<file path="src/rtl/memory_access.sv">
// EX/MEM pipeline boundary and memory stage: captures execute results, runs loads/stores over a
// req/ack data-memory handshake with timeout, and presents write-back and branch-decision operands.
module memory_access #(
  parameter int unsigned N       = 64,
  parameter int unsigned TIMEOUT = 15
) (
  input  logic         clk,
  input  logic         reset,
  input  logic         valid_E,
  input  logic         MemRead_E,
  input  logic         MemWrite_E,
  input  logic         Branch_E,
  input  logic         zero_E,
  input  logic [N-1:0] aluResult_E,
  input  logic [N-1:0] writeData_E,
  input  logic [N-1:0] PCBranch_E,
  output logic         stall_M,
  output logic         dm_req,
  output logic         dm_we,
  output logic [N-1:0] dm_addr,
  output logic [N-1:0] dm_wdata,
  input  logic         dm_ack,
  input  logic [N-1:0] dm_rdata,
  output logic         valid_M,
  output logic         PCSrc_M,
  output logic [N-1:0] PCBranch_M,
  output logic [N-1:0] aluResult_M,
  output logic [N-1:0] readData_M,
  output logic         memErr_M
);

  // Counter only needs to reach TIMEOUT-1; the abort fires on that cycle.
  localparam int unsigned CntW = (TIMEOUT < 2) ? 1 : $clog2(TIMEOUT);

  typedef enum logic [0:0] {StIdle, StAccess} state_e;

  state_e          state_q, state_d;
  logic [CntW-1:0] cnt_q, cnt_d;
  logic            valid_q, valid_d;
  logic            err_q, err_d;
  logic            pcsrc_q, pcsrc_d;
  logic            we_q, we_d;
  logic [N-1:0]    addr_q, addr_d;
  logic [N-1:0]    wdata_q, wdata_d;
  logic [N-1:0]    alu_q, alu_d;
  logic [N-1:0]    pcb_q, pcb_d;
  logic [N-1:0]    rdata_q, rdata_d;

  logic mem_rd, mem_wr, misaligned;

  // Branches never touch memory, so their memory controls are masked.
  assign mem_rd     = MemRead_E & ~Branch_E;
  assign mem_wr     = MemWrite_E & ~Branch_E;
  assign misaligned = (aluResult_E[2:0] != 3'b000);

  always_comb begin
    state_d = state_q;
    cnt_d   = cnt_q;
    valid_d = 1'b0;
    err_d   = 1'b0;
    pcsrc_d = pcsrc_q;
    we_d    = we_q;
    addr_d  = addr_q;
    wdata_d = wdata_q;
    alu_d   = alu_q;
    pcb_d   = pcb_q;
    rdata_d = rdata_q;

    unique case (state_q)
      StIdle: begin
        if (valid_E) begin
          alu_d   = aluResult_E;
          pcb_d   = PCBranch_E;
          pcsrc_d = Branch_E & zero_E;
          rdata_d = '0;
          if (mem_rd | mem_wr) begin
            if ((mem_rd & mem_wr) | misaligned) begin
              valid_d = 1'b1;
              err_d   = 1'b1;
            end else begin
              state_d = StAccess;
              cnt_d   = '0;
              we_d    = mem_wr;
              addr_d  = aluResult_E;
              wdata_d = writeData_E;
            end
          end else begin
            valid_d = 1'b1;
          end
        end
      end
      StAccess: begin
        // An ack on the timeout cycle still completes the access normally.
        if (dm_ack) begin
          state_d = StIdle;
          valid_d = 1'b1;
          if (!we_q) rdata_d = dm_rdata;
        end else if (cnt_q == CntW'(TIMEOUT - 1)) begin
          state_d = StIdle;
          valid_d = 1'b1;
          err_d   = 1'b1;
          rdata_d = '0;
        end else begin
          cnt_d = cnt_q + 1'b1;
        end
      end
      default: state_d = StIdle;
    endcase
  end

  always_ff @(posedge clk or negedge reset) begin
    if (!reset) begin
      state_q <= StIdle;
      cnt_q   <= '0;
      valid_q <= 1'b0;
      err_q   <= 1'b0;
      pcsrc_q <= 1'b0;
      we_q    <= 1'b0;
      addr_q  <= '0;
      wdata_q <= '0;
      alu_q   <= '0;
      pcb_q   <= '0;
      rdata_q <= '0;
    end else begin
      state_q <= state_d;
      cnt_q   <= cnt_d;
      valid_q <= valid_d;
      err_q   <= err_d;
      pcsrc_q <= pcsrc_d;
      we_q    <= we_d;
      addr_q  <= addr_d;
      wdata_q <= wdata_d;
      alu_q   <= alu_d;
      pcb_q   <= pcb_d;
      rdata_q <= rdata_d;
    end
  end

  assign stall_M     = (state_q == StAccess);
  assign dm_req      = (state_q == StAccess);
  assign dm_we       = we_q;
  assign dm_addr     = addr_q;
  assign dm_wdata    = wdata_q;
  assign valid_M     = valid_q;
  assign PCSrc_M     = pcsrc_q & valid_q;
  assign PCBranch_M  = pcb_q;
  assign aluResult_M = alu_q;
  assign readData_M  = rdata_q;
  assign memErr_M    = err_q & valid_q;

endmodule

</file>
<file path="config.mk">
export PLATFORM = sky130hd
export DESIGN_NAME = memory_access
export DESIGN_NICKNAME = d
export VERILOG_FILES = /design/src/rtl/memory_access.sv
export SDC_FILE = /design/constraint.sdc
export NUM_CORES = 1
export LEC_CHECK = 0
export CORE_AREA = 5 5 227 229
export DETAILED_ROUTE_END_ITERATION = 12
export DIE_AREA = 0 0 232 234
export GPL_TIMING_DRIVEN = 1
export SLEW_MARGIN = 20
export SYNTH_ARGS = -nofsm -noshare
export SYNTH_HDL_FRONTEND = slang
export SYNTH_SLANG_ARGS = --single-unit
</file>
<file path="constraint.sdc">
create_clock -name clk -period 3.1 [get_ports clk]
set_input_delay 0.62 -clock clk [delete_from_list [all_inputs] [get_ports clk]]
set_output_delay 0.62 -clock clk [all_outputs]
set_load 0.02 [all_outputs]
</file>
==> results.txt <==
Cell accounting for the most synthesized area: dfrtp_1. The tools report the detailed-route via count as 10143. For the total routing usage reported by global routing, the log shows 0.156. After legalization and detailed placement, the total HPWL measured 32.7 mm.

Synthesis produced a netlist with a net count of 1347. Setup repair after global routing left no endpoint under its margin. The area share of xor/xnor cells in the synthesized design is 0.000680, and the top achievable clock speed is 0.371 GHz. The worst hold path belongs to the class in -> async.

The tools report the aggregate global routing overflow as 0. The dominant combinational cell family by area after synthesis was multiplexers. At the end of routability-driven placement, the weighted congestion stood at 0.798. For the clock network latency to the later pin of the worst-skew pair, the log shows 0.53 ns.

The layout has 4725 filler cells. The maximum ir drop on the vdd rail was 392 µV. The first global-routing pass estimated 66.3 mm of wire. Among all stages on the critical path, the largest delay is contributed by dfrtp_1.

The most used flip-flop cell after synthesis is dfrtp_1. Buffer type at the clock tree root: clkbuf_16. The logs give 0.261 for the starting density of the core and 0 for the count of hold-fix buffers inserted at cts. The adder and majority cell fraction of the synthesized area is 0.00272.

Subtracting the final worst setup slack from the clock period gives 2.69 ns. Multiplexer share of the synthesized area: 0.167. The simple-gate portion of the synthesized area works out to 0.155. The logs give 0 for the post-CTS repair timing setup buffer count and 0.423 for the core utilization of the finished layout.

The number of diodes added for antenna fixing is 0, and the maximum number of pins on one net before global-route repair is 131. The maximum fanout encountered on the critical timing path is 16, and the total die area is 54300 µm². The overall power consumption is 0.0126 W. Across the whole layout, storage elements account for 8230 µm². The number of gates resized after CTS was 0.

Pin placement for this block handled 590 I/O pins. The run gives 12900 µm² as the post-synth design cell area. The flow ran to the end, and the final reports show no timing, DRC or antenna violations. By area the synthesized netlist is led by dfrtp_1 (64%), nand2_1 (11%), mux2_2 (9.2%). The fraction of registers with async set/reset works out to 1.00. Using the TritonRoute via totals, the vias-per-cell ratio works out to 4.27. Setup slack closes at 0.405 ns. The critical path in this run is classified as reg -> out.

The synthesized-area fraction occupied by ao, oa, aoi and oai cells came out at 0.00874. Wires add up to 44.6 mm. The leakage power of the design came out at 9.83 nW. The area of the multi-input gates was 4320 µm². The run gives 40 as the TritonCTS buffer count. The tools report the nature of the critical path startpoint as a flop.

Share of final-layout standard cells stronger than drive strength 1: 0.115. The tools report the setup TNS as 0 ns. The share of the synthesized area in the top cell type is 0.639, and the number of warnings printed during yosys synthesis is 0. For the pin with the worst max-slew slack, the measured transition is 0.895 ns. Number of antenna violations at the first check in global routing: 0. The count of nets after finishing was 1943; the largest buffer count on any clock path was 3. The DRC violation count after routing is 0. For this block, the initial DRC count from the detailed router was 373. In this design, the largest share of critical-path delay is due to buffers and inverters. The setup violation total in the final timing report is 0, and the average wire length per cell after detail routing is 18.8 µm. The number of distinct library cells after synthesis is 33, and the clock edge transition at the registers on the reported setup and hold paths is 0.06 ns. The fraction of the cycle the final worst path needs is 0.869, and the data arrival time of the critical path is 2.07 ns. Traced cell by cell, the critical path runs through buf_4 > clkdlybuf4s50_1. The tightest hold margin is 0.0793 ns, and the count of port buffers added during placement is 589.

Measured along the x axis, the die boundary spans 232 µm. Together, buffers and inverters on the worst path number 2. For the final-report max-slew violation count, the log shows 0. The logs give 0.639 for the sequential cell area fraction in the yosys report and 0 for the post-detailed-route count of antenna-violating nets.

The largest stage delay on the critical path came out at 0.64 ns. The clock drives 329 sinks. From synthesis to final layout, the design area changed by 62.2%. The synthesized area per cell works out to 11.9 µm². The tools report the synthesized instance count as 1081. The first TritonRoute pass finished after 5 iterations. For the relative max-transition margin, the log shows 0.403.

The run gives 0 as the number of failing hold endpoints at the final stage. The tools report the number of global-route vias before repair as 10831. Measured along the y axis, the die boundary spans 234 µm. The logs give 0.121 ns for the pre-CTS setup slack and 0.00831 ns for the setup skew after layout. The tool flagged a number of max-cap violations equal to 0.

The run gives 82 as the floorplan row count. The count of flip-flops with a built-in enable after synthesis is 0. TritonCTS built the clock tree. The worst setup path is captured at an output pin. The synthesized design contains 329 register bits. The total area inside the core boundary comes to 49500 µm². The required time of the worst setup path was 2.48 ns.

The clock tree synthesis step divided the H-tree into 2 levels. The power density over the cells was 602 nW/µm².
==> state kept, by name (all words and copies together) (netlist names), 4 cells and up <==
signal / cells
cnt_q: 4
readData_M: 64
dm_wdata: 64
aluResult_M: 64
dm_addr: 64
PCBranch_M: 64
==> metrics by stage <==
step | area (µm²) | instances
finish | 20900 | 2375
global placement | 19700 | 2307
floorplan | 12900 | 1081
global route | 20900 | 2375
CTS | 20900 | 2375
detailed placement | 19700 | 2307
==> worst paths after layout <==
check | start | to | slack (ns) | cells past startpoint
worst max-delay path | dm_req | dm_req | 0.41 | 2
worst min-delay path | reset | aluResult_M[30] | 0.08 | 1
worst max register to register | cnt_q[0] | readData_M[25] | 0.87 | 6
worst min register to register | pcsrc_q | pcsrc_q | 0.45 | 2
max in group asynchronous | reset | readData_M[31] | 2.21 | 2
min in group clk | pcsrc_q | pcsrc_q | 0.45 | 2
==> kinds of logic after synthesis <==
family,Yosys count
AND/OR/NAND/NOR,472
flip-flops,329
buffers and inverters,69
adder cells (fa/ha/maj),3
multiplexers,191
AO/OA/AOI/OAI,16
XOR/XNOR,1
==> placed cells by master, fill, tap and decap left out, types with 13 or more instances in the layout <==
cell,instances
clkdlybuf4s50_1,587
nand2_1,386
dfrtp_1,329
mux2_2,105
mux2_1,85
and3_1,65
clkbuf_16,41
buf_4,19
clkbuf_1,16
buf_12,13
==> synthesized netlist by cell type, types with 2 or more instances <==
library cell  instances
nand2b_1              3
inv_1                 2
buf_4                 2
nor2b_1               6
buf_6                 9
nor2_1                2
ha_1                  2
clkbuf_1             44
mux2_1               85
dfrtp_1             329
and3_1               65
mux2_2              105
and2_1                2
nand2_1             386
o211ai_1              4
or3_1                 3
buf_2                12
o21ai_0               3
a21oi_1               2
nand3_1               2
==> area by class of cell <==
| class | count | area share |
|---|---|---|
| multi-input combinational | 683 | 0.207 |
| inverter | 2 | 0.000359 |
| sequential | 329 | 0.394 |
| clock inverter | 5 | 0.00144 |
| timing repair buffer | 621 | 0.301 |
| tap | 672 | 0.0402 |
| clock buffer | 63 | 0.0559 |
==> report_power, final <==
group,internal (W),switching [W]
Combinational,0.00155,0.00151
Sequential,0.00485,0.000324
Clock,0.00257,0.00176
==> metal layers <==
metal	routed length [µm]	vias up	global-route usage
li1	-	4736	-
met5	0	-	0
met2	22000	367	0.264
met4	1400	0	0.0563
met1	17300	4966	0.185
met3	3870	74	0.0556
==> worst reg2reg max path, delay by kind of cell (launching register included) <==
kind | cells | cell delay (ns)
buffers and inverters | 2 | 0.38
muxes | 1 | 0.48
and+or+nand+nor | 1 | 0.37
AOI/OAI and AO/OA | 1 | 0.28
adders and majority gates | 1 | 0.17
DFF | 1 | 0.44
Note: power is estimated with default switching activity, not from simulation.
